**config.mk**
```make
export PLATFORM = sky130hd
export DESIGN_NAME = ram_port_arbiter_flat
export DESIGN_NICKNAME = d
export VERILOG_FILES = /design/src/rtl/ram_arb_pkg.sv /design/src/rtl/ram_port_arbiter_if.sv /design/src/rtl/ram_arb_rr.sv /design/src/rtl/ram_port_arbiter.sv /design/src/flat_wrapper.sv
export SDC_FILE = /design/constraint.sdc
export NUM_CORES = 1
export LEC_CHECK = 0
export ABC_AREA = 1
export CORE_ASPECT_RATIO = 0.8
export CORE_UTILIZATION = 37
export CTS_CLUSTER_DIAMETER = 100
export DETAILED_ROUTE_END_ITERATION = 10
export PLACE_DENSITY = 0.74
export SYNTH_ARGS = -nofsm -noshare
export SYNTH_HDL_FRONTEND = slang
export SYNTH_SLANG_ARGS = --single-unit
```
**constraint.sdc**
```tcl
create_clock -name clk -period 1 [get_ports clk]
set_input_delay 0.2 -clock clk [delete_from_list [all_inputs] [get_ports clk]]
set_output_delay 0.2 -clock clk [all_outputs]
set_load 0.05 [all_outputs]
```
**src/rtl/ram_arb_pkg.sv**
```systemverilog
// ram_arb_pkg: shared definitions for the two-requester RAM port arbiter.
//   ADDR_W_DFLT / DATA_W_DFLT / RD_LAT_DFLT : default geometry and RAM read latency
//   req_id_t : requester index (two requesters -> one bit)
//   tag_t    : read-tracking pipeline entry (valid + requester id)
package ram_arb_pkg;

  localparam int ADDR_W_DFLT = 6;
  localparam int DATA_W_DFLT = 8;
  localparam int RD_LAT_DFLT = 2;

  typedef logic req_id_t;

  typedef struct packed {
    logic    vld;
    req_id_t id;
  } tag_t;

endpackage

```
**src/rtl/ram_port_arbiter_if.sv**
```systemverilog
// ram_port_arbiter_if: request/response bundle between two requesters and the
// arbiter. Requester i occupies bit i of the 2-bit vectors and slice
// [i*W +: W] of the packed address/data vectors.
//   req_valid / req_ready : per-requester handshake (ready is one-hot or zero)
//   req_we                : 1 = write, 0 = read
//   req_addr / req_wdata  : per-requester address and write data
//   rsp_valid / rsp_data  : one-cycle read-data strobe and shared read data
// Modports: master = requester side, slave = arbiter side.
interface ram_port_arbiter_if
  import ram_arb_pkg::*;
#(
  parameter int ADDR_W = ADDR_W_DFLT,
  parameter int DATA_W = DATA_W_DFLT
);

  logic [1:0]          req_valid;
  logic [1:0]          req_ready;
  logic [1:0]          req_we;
  logic [2*ADDR_W-1:0] req_addr;
  logic [2*DATA_W-1:0] req_wdata;
  logic [1:0]          rsp_valid;
  logic [DATA_W-1:0]   rsp_data;

  modport master (
    output req_valid, req_we, req_addr, req_wdata,
    input  req_ready, rsp_valid, rsp_data
  );

  modport slave (
    input  req_valid, req_we, req_addr, req_wdata,
    output req_ready, rsp_valid, rsp_data
  );

endinterface

```
**src/rtl/ram_arb_rr.sv**
```systemverilog
// ram_arb_rr: 2-way round-robin picker.
//   i_valid      : per-requester request valid
//   i_last_grant : requester granted most recently
//   o_grant      : one-hot grant (zero when nothing is valid)
// A lone requester always wins; on contention the requester that was not
// granted last wins.
module ram_arb_rr
  import ram_arb_pkg::*;
(
  input  logic [1:0] i_valid,
  input  req_id_t    i_last_grant,
  output logic [1:0] o_grant
);

  always_comb begin
    o_grant = 2'b00;
    case (i_valid)
      2'b01:   o_grant = 2'b01;
      2'b10:   o_grant = 2'b10;
      2'b11:   o_grant = i_last_grant ? 2'b01 : 2'b10;
      default: o_grant = 2'b00;
    endcase
  end

endmodule

```
**src/rtl/ram_port_arbiter.sv**
```systemverilog
// ram_port_arbiter: shares one dual-port RAM (separate read and write ports,
// both clocked by clk) between two requesters.
//   clk, rst_n     : single clock, synchronous active-low reset
//   bus            : requester bundle (slave side)
//   ram_we, ram_write_addr, ram_data : RAM write port, one cycle after acceptance
//   ram_read_addr  : RAM read address, one cycle after acceptance, held otherwise
//   ram_q          : RAM read data, valid RD_LAT cycles after ram_read_addr
// At most one request is accepted per cycle. Each accepted read enters a
// 1+RD_LAT deep tag pipeline so its response strobe lines up with ram_q and
// responses come back in acceptance order.
module ram_port_arbiter
  import ram_arb_pkg::*;
#(
  parameter int ADDR_W = ADDR_W_DFLT,
  parameter int DATA_W = DATA_W_DFLT,
  parameter int RD_LAT = RD_LAT_DFLT
) (
  input  logic              clk,
  input  logic              rst_n,
  ram_port_arbiter_if.slave bus,
  output logic              ram_we,
  output logic [ADDR_W-1:0] ram_write_addr,
  output logic [DATA_W-1:0] ram_data,
  output logic [ADDR_W-1:0] ram_read_addr,
  input  logic [DATA_W-1:0] ram_q
);

  localparam int NTAG = 1 + RD_LAT;

  logic [1:0]        w_grant;
  logic [1:0]        w_accept;
  logic              w_any;
  req_id_t           w_id;
  logic              w_we;
  logic [ADDR_W-1:0] w_addr;
  logic [DATA_W-1:0] w_wdata;
  logic              w_rsp_vld;

  req_id_t           r_last_grant;
  logic              r_we_p0;
  logic [ADDR_W-1:0] r_waddr_p0;
  logic [DATA_W-1:0] r_wdata_p0;
  logic [ADDR_W-1:0] r_raddr_p0;
  tag_t              r_tag_p [NTAG];

  ram_arb_rr u_rr (
    .i_valid      (bus.req_valid),
    .i_last_grant (r_last_grant),
    .o_grant      (w_grant)
  );

  // Ready is forced low during reset so nothing is accepted on a reset edge.
  assign bus.req_ready = rst_n ? w_grant : 2'b00;

  assign w_accept = bus.req_valid & bus.req_ready;
  assign w_any    = |w_accept;
  assign w_id     = w_accept[1];
  assign w_we     = bus.req_we[w_id];
  assign w_addr   = w_id ? bus.req_addr[2*ADDR_W-1 -: ADDR_W]
                         : bus.req_addr[ADDR_W-1:0];
  assign w_wdata  = w_id ? bus.req_wdata[2*DATA_W-1 -: DATA_W]
                         : bus.req_wdata[DATA_W-1:0];

  always_ff @(posedge clk) begin
    if (!rst_n) begin
      r_last_grant <= 1'b1;
      r_we_p0      <= 1'b0;
      r_waddr_p0   <= '0;
      r_wdata_p0   <= '0;
      r_raddr_p0   <= '0;
      for (int i = 0; i < NTAG; i++) begin
        r_tag_p[i] <= '{vld: 1'b0, id: 1'b0};
      end
    end else begin
      // p0: registered request drives the RAM ports
      r_we_p0 <= w_any & w_we;
      if (w_any) begin
        r_last_grant <= w_id;
        if (w_we) begin
          r_waddr_p0 <= w_addr;
          r_wdata_p0 <= w_wdata;
        end else begin
          r_raddr_p0 <= w_addr;
        end
      end
      r_tag_p[0].vld <= w_any & ~w_we;
      if (w_any) begin
        r_tag_p[0].id <= w_id;
      end
      // p1..pRD_LAT: tag follows the read through the RAM latency
      for (int i = 1; i < NTAG; i++) begin
        r_tag_p[i] <= r_tag_p[i-1];
      end
    end
  end

  assign ram_we         = r_we_p0;
  assign ram_write_addr = r_waddr_p0;
  assign ram_data       = r_wdata_p0;
  assign ram_read_addr  = r_raddr_p0;

  // Last tag stage coincides with ram_q for that read; gated by rst_n so no
  // strobe escapes while reset is asserted.
  assign w_rsp_vld     = rst_n & r_tag_p[NTAG-1].vld;
  assign bus.rsp_valid = w_rsp_vld ? (r_tag_p[NTAG-1].id ? 2'b10 : 2'b01) : 2'b00;
  assign bus.rsp_data  = w_rsp_vld ? ram_q : '0;

endmodule

```
**src/flat_wrapper.sv**
```systemverilog
// flat-port wrapper written by rule: the top's interface ports become plain ports
module ram_port_arbiter_flat import ram_arb_pkg::*;
#(
  parameter int ADDR_W = ADDR_W_DFLT,
  parameter int DATA_W = DATA_W_DFLT,
  parameter int RD_LAT = RD_LAT_DFLT
)
  (clk, rst_n, ram_we, ram_write_addr, ram_data, ram_read_addr, ram_q, bus_req_valid, bus_req_we, bus_req_addr, bus_req_wdata, bus_req_ready, bus_rsp_valid, bus_rsp_data);
  ram_port_arbiter_if #(.ADDR_W(ADDR_W), .DATA_W(DATA_W)) bus_i ();
  input  logic clk;
  input  logic rst_n;
  output logic ram_we;
  output logic [ADDR_W-1:0] ram_write_addr;
  output logic [DATA_W-1:0] ram_data;
  output logic [ADDR_W-1:0] ram_read_addr;
  input  logic [DATA_W-1:0] ram_q;
  input wire logic [$bits(bus_i.req_valid)-1:0] bus_req_valid;
  input wire logic [$bits(bus_i.req_we)-1:0] bus_req_we;
  input wire logic [$bits(bus_i.req_addr)-1:0] bus_req_addr;
  input wire logic [$bits(bus_i.req_wdata)-1:0] bus_req_wdata;
  output wire logic [$bits(bus_i.req_ready)-1:0] bus_req_ready;
  output wire logic [$bits(bus_i.rsp_valid)-1:0] bus_rsp_valid;
  output wire logic [$bits(bus_i.rsp_data)-1:0] bus_rsp_data;
  assign bus_i.req_valid = bus_req_valid;
  assign bus_i.req_we = bus_req_we;
  assign bus_i.req_addr = bus_req_addr;
  assign bus_i.req_wdata = bus_req_wdata;
  assign bus_req_ready = bus_i.req_ready;
  assign bus_rsp_valid = bus_i.rsp_valid;
  assign bus_rsp_data = bus_i.rsp_data;
  ram_port_arbiter #(.ADDR_W(ADDR_W), .DATA_W(DATA_W), .RD_LAT(RD_LAT)) u_core (.clk(clk), .rst_n(rst_n), .bus(bus_i), .ram_we(ram_we), .ram_write_addr(ram_write_addr), .ram_data(ram_data), .ram_read_addr(ram_read_addr), .ram_q(ram_q));
endmodule
```
# After elaboration in Yosys (flattened, before gate mapping)
# Memory sizes are Yosys's and may differ from the RTL's.
# Index checks and enable logic that the tools add are counted.
[word_totals]
n_memories = 1
output_inout_bits = 33
register_bits = 22
ramBits = 6
wordCells = 41
in_bits = 42
[mem_list]
columns = ["memory", "words", "width", "rd", "rd_clocked_by_memory_dff", "wr", "line_no", "text"]
rows = [
  ["u_core.r_tag_p", 3, 2, 3, 0, 3, "ram_port_arbiter.sv:44", "tag_t r_tag_p [NTAG];"],
]
[classes]
eq_ne = 3
n_reduce_logical = 3
n_bitwise = 9
muxes = 19
magnitude_cmp = 1
[op_table]
columns = ["cell", "n"]
rows = [
  ["8-bit 2-to-1 mux", 2],
  ["2-bit 2-to-1 mux", 6],
  ["1-bit 2-to-1 mux", 9],
  ["6-bit 2-to-1 mux", 1],
  ["2-bit case mux with 3 select lines", 1],
  ["2-bit equality test (second input constant)", 2],
  ["1-bit OR", 4],
  ["2-bit AND reduction", 2],
  ["1-bit AND", 3],
  ["2-bit AND", 1],
  ["2-bit by 1-bit equality test with 1-bit output (second input constant)", 1],
  ["1-bit by 2-bit less-than comparator with 1-bit output (second input constant)", 1],
  ["2-bit OR reduction", 1],
  ["1-bit inverter", 1],
]

# Depth between registers and ports, before layout
[logic_depth]
word_depth = 9
depth_mapped = 9

# By module
# A second synthesis with hierarchy kept.
[unflattened]
hier_cells = 236
area_unflattened_um2 = 1529.0
[by_module_without_submodules]
columns = ["module", "n_inst", "seq_area_each_um2", "cells_each", "area_per_inst_um2"]
rows = [
  ["ram_port_arbiter", 1, 620.6, 231, 1507.7],
  ["ram_arb_rr", 1, 0.0, 5, 21.3],
]

# Least setup slack after synthesis
# Ideal clock, no wire load.
[synth_timing]
path_kind = "in2out"
start = "input port rst_n"
end = "output port bus_req_ready[0]"
path_stages = 3
required_ns = 0.800
arrival_ns = 1.544
n_path_buf = 1
setup_slack_ns = -0.744
path_cell_list = "buf_4 inv_2 a211oi_1"
[synth_via]
elab_chain_len = 1
[synth_lines]
columns = ["element", "line_no", "text"]
rows = [
  ["start, declared", "flat_wrapper.sv:11", "input logic rst_n;"],
  ["2-bit 2-to-1 mux", "ram_port_arbiter.sv:53", "assign bus.req_ready = rst_n ? w_grant : 2'b00;"],
  ["end, declared", "flat_wrapper.sv:21", "output wire logic [$bits(bus_i.req_ready)-1:0] bus_req_ready;"],
]
# No other way between the ends.

# Final worst setup path
[layout_timing]
start = "register u_core.r_last_grant"
end = "output port bus_req_ready[0]"
[layout_via]
elab_chain_len = 3
[layout_lines]
columns = ["element", "line_no", "text"]
rows = [
  ["start, declared", "ram_port_arbiter.sv:39", "req_id_t r_last_grant;"],
  ["start signal, assigned", "ram_port_arbiter.sv:78", "r_last_grant <= w_id;"],
  ["2-bit 2-to-1 mux", "ram_arb_rr.sv:20", "2'b11: o_grant = i_last_grant ? 2'b01 : 2'b10;"],
  ["2-bit case mux with 3 select lines", "ram_arb_rr.sv:17", "case (i_valid)"],
  ["2-bit 2-to-1 mux", "ram_port_arbiter.sv:53", ""],
]
# No other way between the ends.

==> flow_metrics.env <==
export IMPL_slowest_stage="dfxtp_2"
export IMPL_clock_skew_ps=6.144
export IMPL_rows=20
export IMPL_fmax_mhz=706.7
export IMPL_grt_pass1_wl_um=9577
export IMPL_fin_ws_ps=-415.0
export IMPL_globalplace_congestion=0.8406
export IMPL_n_antenna_cell=0
export IMPL_critPathArrivalTime_ps=1220
export IMPL_final_nets=407
export IMPL_clockBufferDepth=2
export IMPL_yosysMostFrequentCell="nand2_1"
export IMPL_portBuffers=74
export IMPL_grt_pass1_vias=1935
export IMPL_outcome="finished, violations left"
export IMPL_reg2reg_from="u_core.r_last_grant"
export IMPL_fp_coreArea_mm2=0.003904
export IMPL_synthFlopType="dfxtp_1"
export IMPL_yosys_top_cells_area="dfxtp_1 (28%), nand2_1 (20%), inv_1 (15%)"
export IMPL_dp_hpwl_um=3320
export IMPL_synth_top_area_cell="dfxtp_1"
export IMPL_tns_ps=-11820
export IMPL_drt_iter0_drc=190
export IMPL_slew_viol_final=0
export IMPL_gr_usage_all_layers_pct=29.50
export IMPL_cts_buffers=3
export IMPL_clkTransAtPathRegs_ps=110
export IMPL_finalSetupViolations=44
export IMPL_final_util_pct=90.16
export IMPL_ys_warn_count=0
export IMPL_grt_max_degree=17
export IMPL_drv_cap=0
export IMPL_vias_per_cell=5.107
export IMPL_routed_wl_um=7398
export IMPL_power_leakage_nw=1.672
export IMPL_postRouteAntennaNets=0
export IMPL_wl_per_cell_um=17.66
export IMPL_ys_seq_area_share_pct=39.90
export IMPL_antenna_found_initial=0
export IMPL_clk_latency_ps=290
export IMPL_syn_cell_area_mm2=0.001555
export IMPL_rsz0062_at_grt="yes"
export IMPL_hp_class="primary input to flip-flop"
export IMPL_start_util_pct=39.84
export IMPL_hold_viol=0
export IMPL_timing_final_crit_share_pct=141.5
export IMPL_crit_path_end_kind="output pin"
export IMPL_ys_seq_elements=28
export IMPL_die_h_um=59.99
export IMPL_vias=2140
export IMPL_dr_pass1_iters=4
export IMPL_ir_worst_vdd_mv=1.241
export IMPL_min_delay_start="bus_req_valid[0]"
export IMPL_path_class="flip-flop to output pin"
export IMPL_ys_async_sr_fraction_pct=0
export IMPL_crit_start="u_core.r_last_grant"
export IMPL_cts_hold_buf=0
export IMPL_power_density_mw_per_mm2=1127
export IMPL_synthTopCellsByCount="nand2_1 (84), inv_1 (62), nor2_1 (38)"
export IMPL_cts_tree="built"
export IMPL_drive_above_1_share_pct=48.90
export IMPL_cts_root_buffer="clkbuf_8"
export IMPL_fp_dieArea_mm2=0.004468
export IMPL_syn_inst=256
export IMPL_failed_checks="setup timing"
export IMPL_fin_crit_ps=1415
export IMPL_htree_levels=1
export IMPL_synth_cell_types=18
export IMPL_fp_dieW_um=74.49
export IMPL_max_stage_delay_ps=370
export IMPL_postSynthAreaPerCell_um2=6.075
export IMPL_cp_data_required_time_ps=800
export IMPL_crit_fanout=2
export IMPL_synth_top_area_share_pct=28.32
export IMPL_boundaryPins=75
export IMPL_cts_sinks=28
export IMPL_grt_overflow=0
export IMPL_crit_chain="buf_6 > inv_4 > a211oi_4 > buf_12"
export IMPL_drc=0
export IMPL_syn_to_final_growth_pct=126.3
export IMPL_synth_enable_flop_cells=6
export IMPL_start_kind="flip-flop"
[per-stage QoR]
stage,total power [mW],cell area [µm²],std cells,hold slack [ps],setup slack [ps]
2_1_floorplan,2.005,1752,260,308.3,-120.8
3_3_place_gp,2.617,2925,395,485.0,-632.9
3_5_place_dp,2.641,2925,395,492.5,-686.8
4_1_cts,3.732,3341,410,332.3,-386.8
5_1_grt,4.079,3520,419,366.5,-437.1
6_report,3.965,3520,419,343.4,-415.0
[registers in the layout (all words and copies together), names as in the netlist]
| name | cells |
|---|---|
| u_core.r_last_grant | 1 |
| u_core.ram_data | 8 |
| u_core.r_tag_p | 6 |
| u_core.ram_we | 1 |
| u_core.ram_write_addr | 6 |
| u_core.ram_read_addr | 6 |
[worst paths after layout]
check	slack (ps)	end	depth (start not counted)
worst max register to register	-360	u_core.ram_read_addr[2]	7
worst min-delay path	340	u_core.r_last_grant	2
worst min register to register	530	u_core.r_tag_p[0][3]	2
worst max-delay path	-420	bus_req_ready[0]	4
[area by class of cell]
cell class              instances  area (µm²)
clock inverters                 1       30.03
multi-input cells             161        1086
inverters                      68       272.8
clock buffers                   3       41.29
well taps                      55       68.82
fillers                       160       384.1
repair buffers                103        1368
flip-flops and latches         28       653.1
[power breakdown]
group	internal, mW	switching [mW]
registers	1.25	0.0837
clock network	0.538	0.410
logic	0.761	0.920
total	2.55	1.41
[what timing repair did]
| item | in CTS | in global routing |
|---|---|---|
| setup endpoints to repair | 61 | 56 |
| setup buffers | 7 | 9 |
| gates cloned | 4 | 0 |
| pin swaps | 36 | 28 |
| gates resized for setup | 76 | 39 |
[layer usage]
metal / global-route usage, % / wire length [µm] / part of all wire, %
met1: 35.28 / 2788 / 38
met2: 53.54 / 3649 / 49
met3: 5.565 / 657 / 8.9
met4: 8.895 / 302 / 4.1
met5: 0 / 0 / 0
[cell usage in the layout (no fill, tap or decap), types with 10 or more instances in the layout]
master	Yosys	layout
buf_12	0	36
clkdlybuf4s50_1	0	38
inv_2	5	15
nand2_2	4	24
buf_6	0	10
inv_1	62	50
nand3_1	21	13
nor2_4	0	10
dfxtp_2	0	20
nand2_1	84	53
nor2_1	38	17
nor2_2	0	11
buf_4	1	15
[kinds of logic after synthesis]
| group | Yosys count | share of synthesized area, % |
|---|---|---|
| other | 1 | 0.2411 |
| DFF | 28 | 39.90 |
| buffers and inverters | 75 | 18.66 |
| AOI/OAI and AO/OA | 3 | 2.012 |
| and+or+nand+nor | 149 | 39.18 |
[worst max-delay path: cells and delay by family (launching register included)]
kind	cells	cell delay, ps
AO/OA/AOI/OAI	1	230
buffers and inverters	3	310
flip-flops	1	370
No activity file was read; power rests on OpenSTA's default activity.
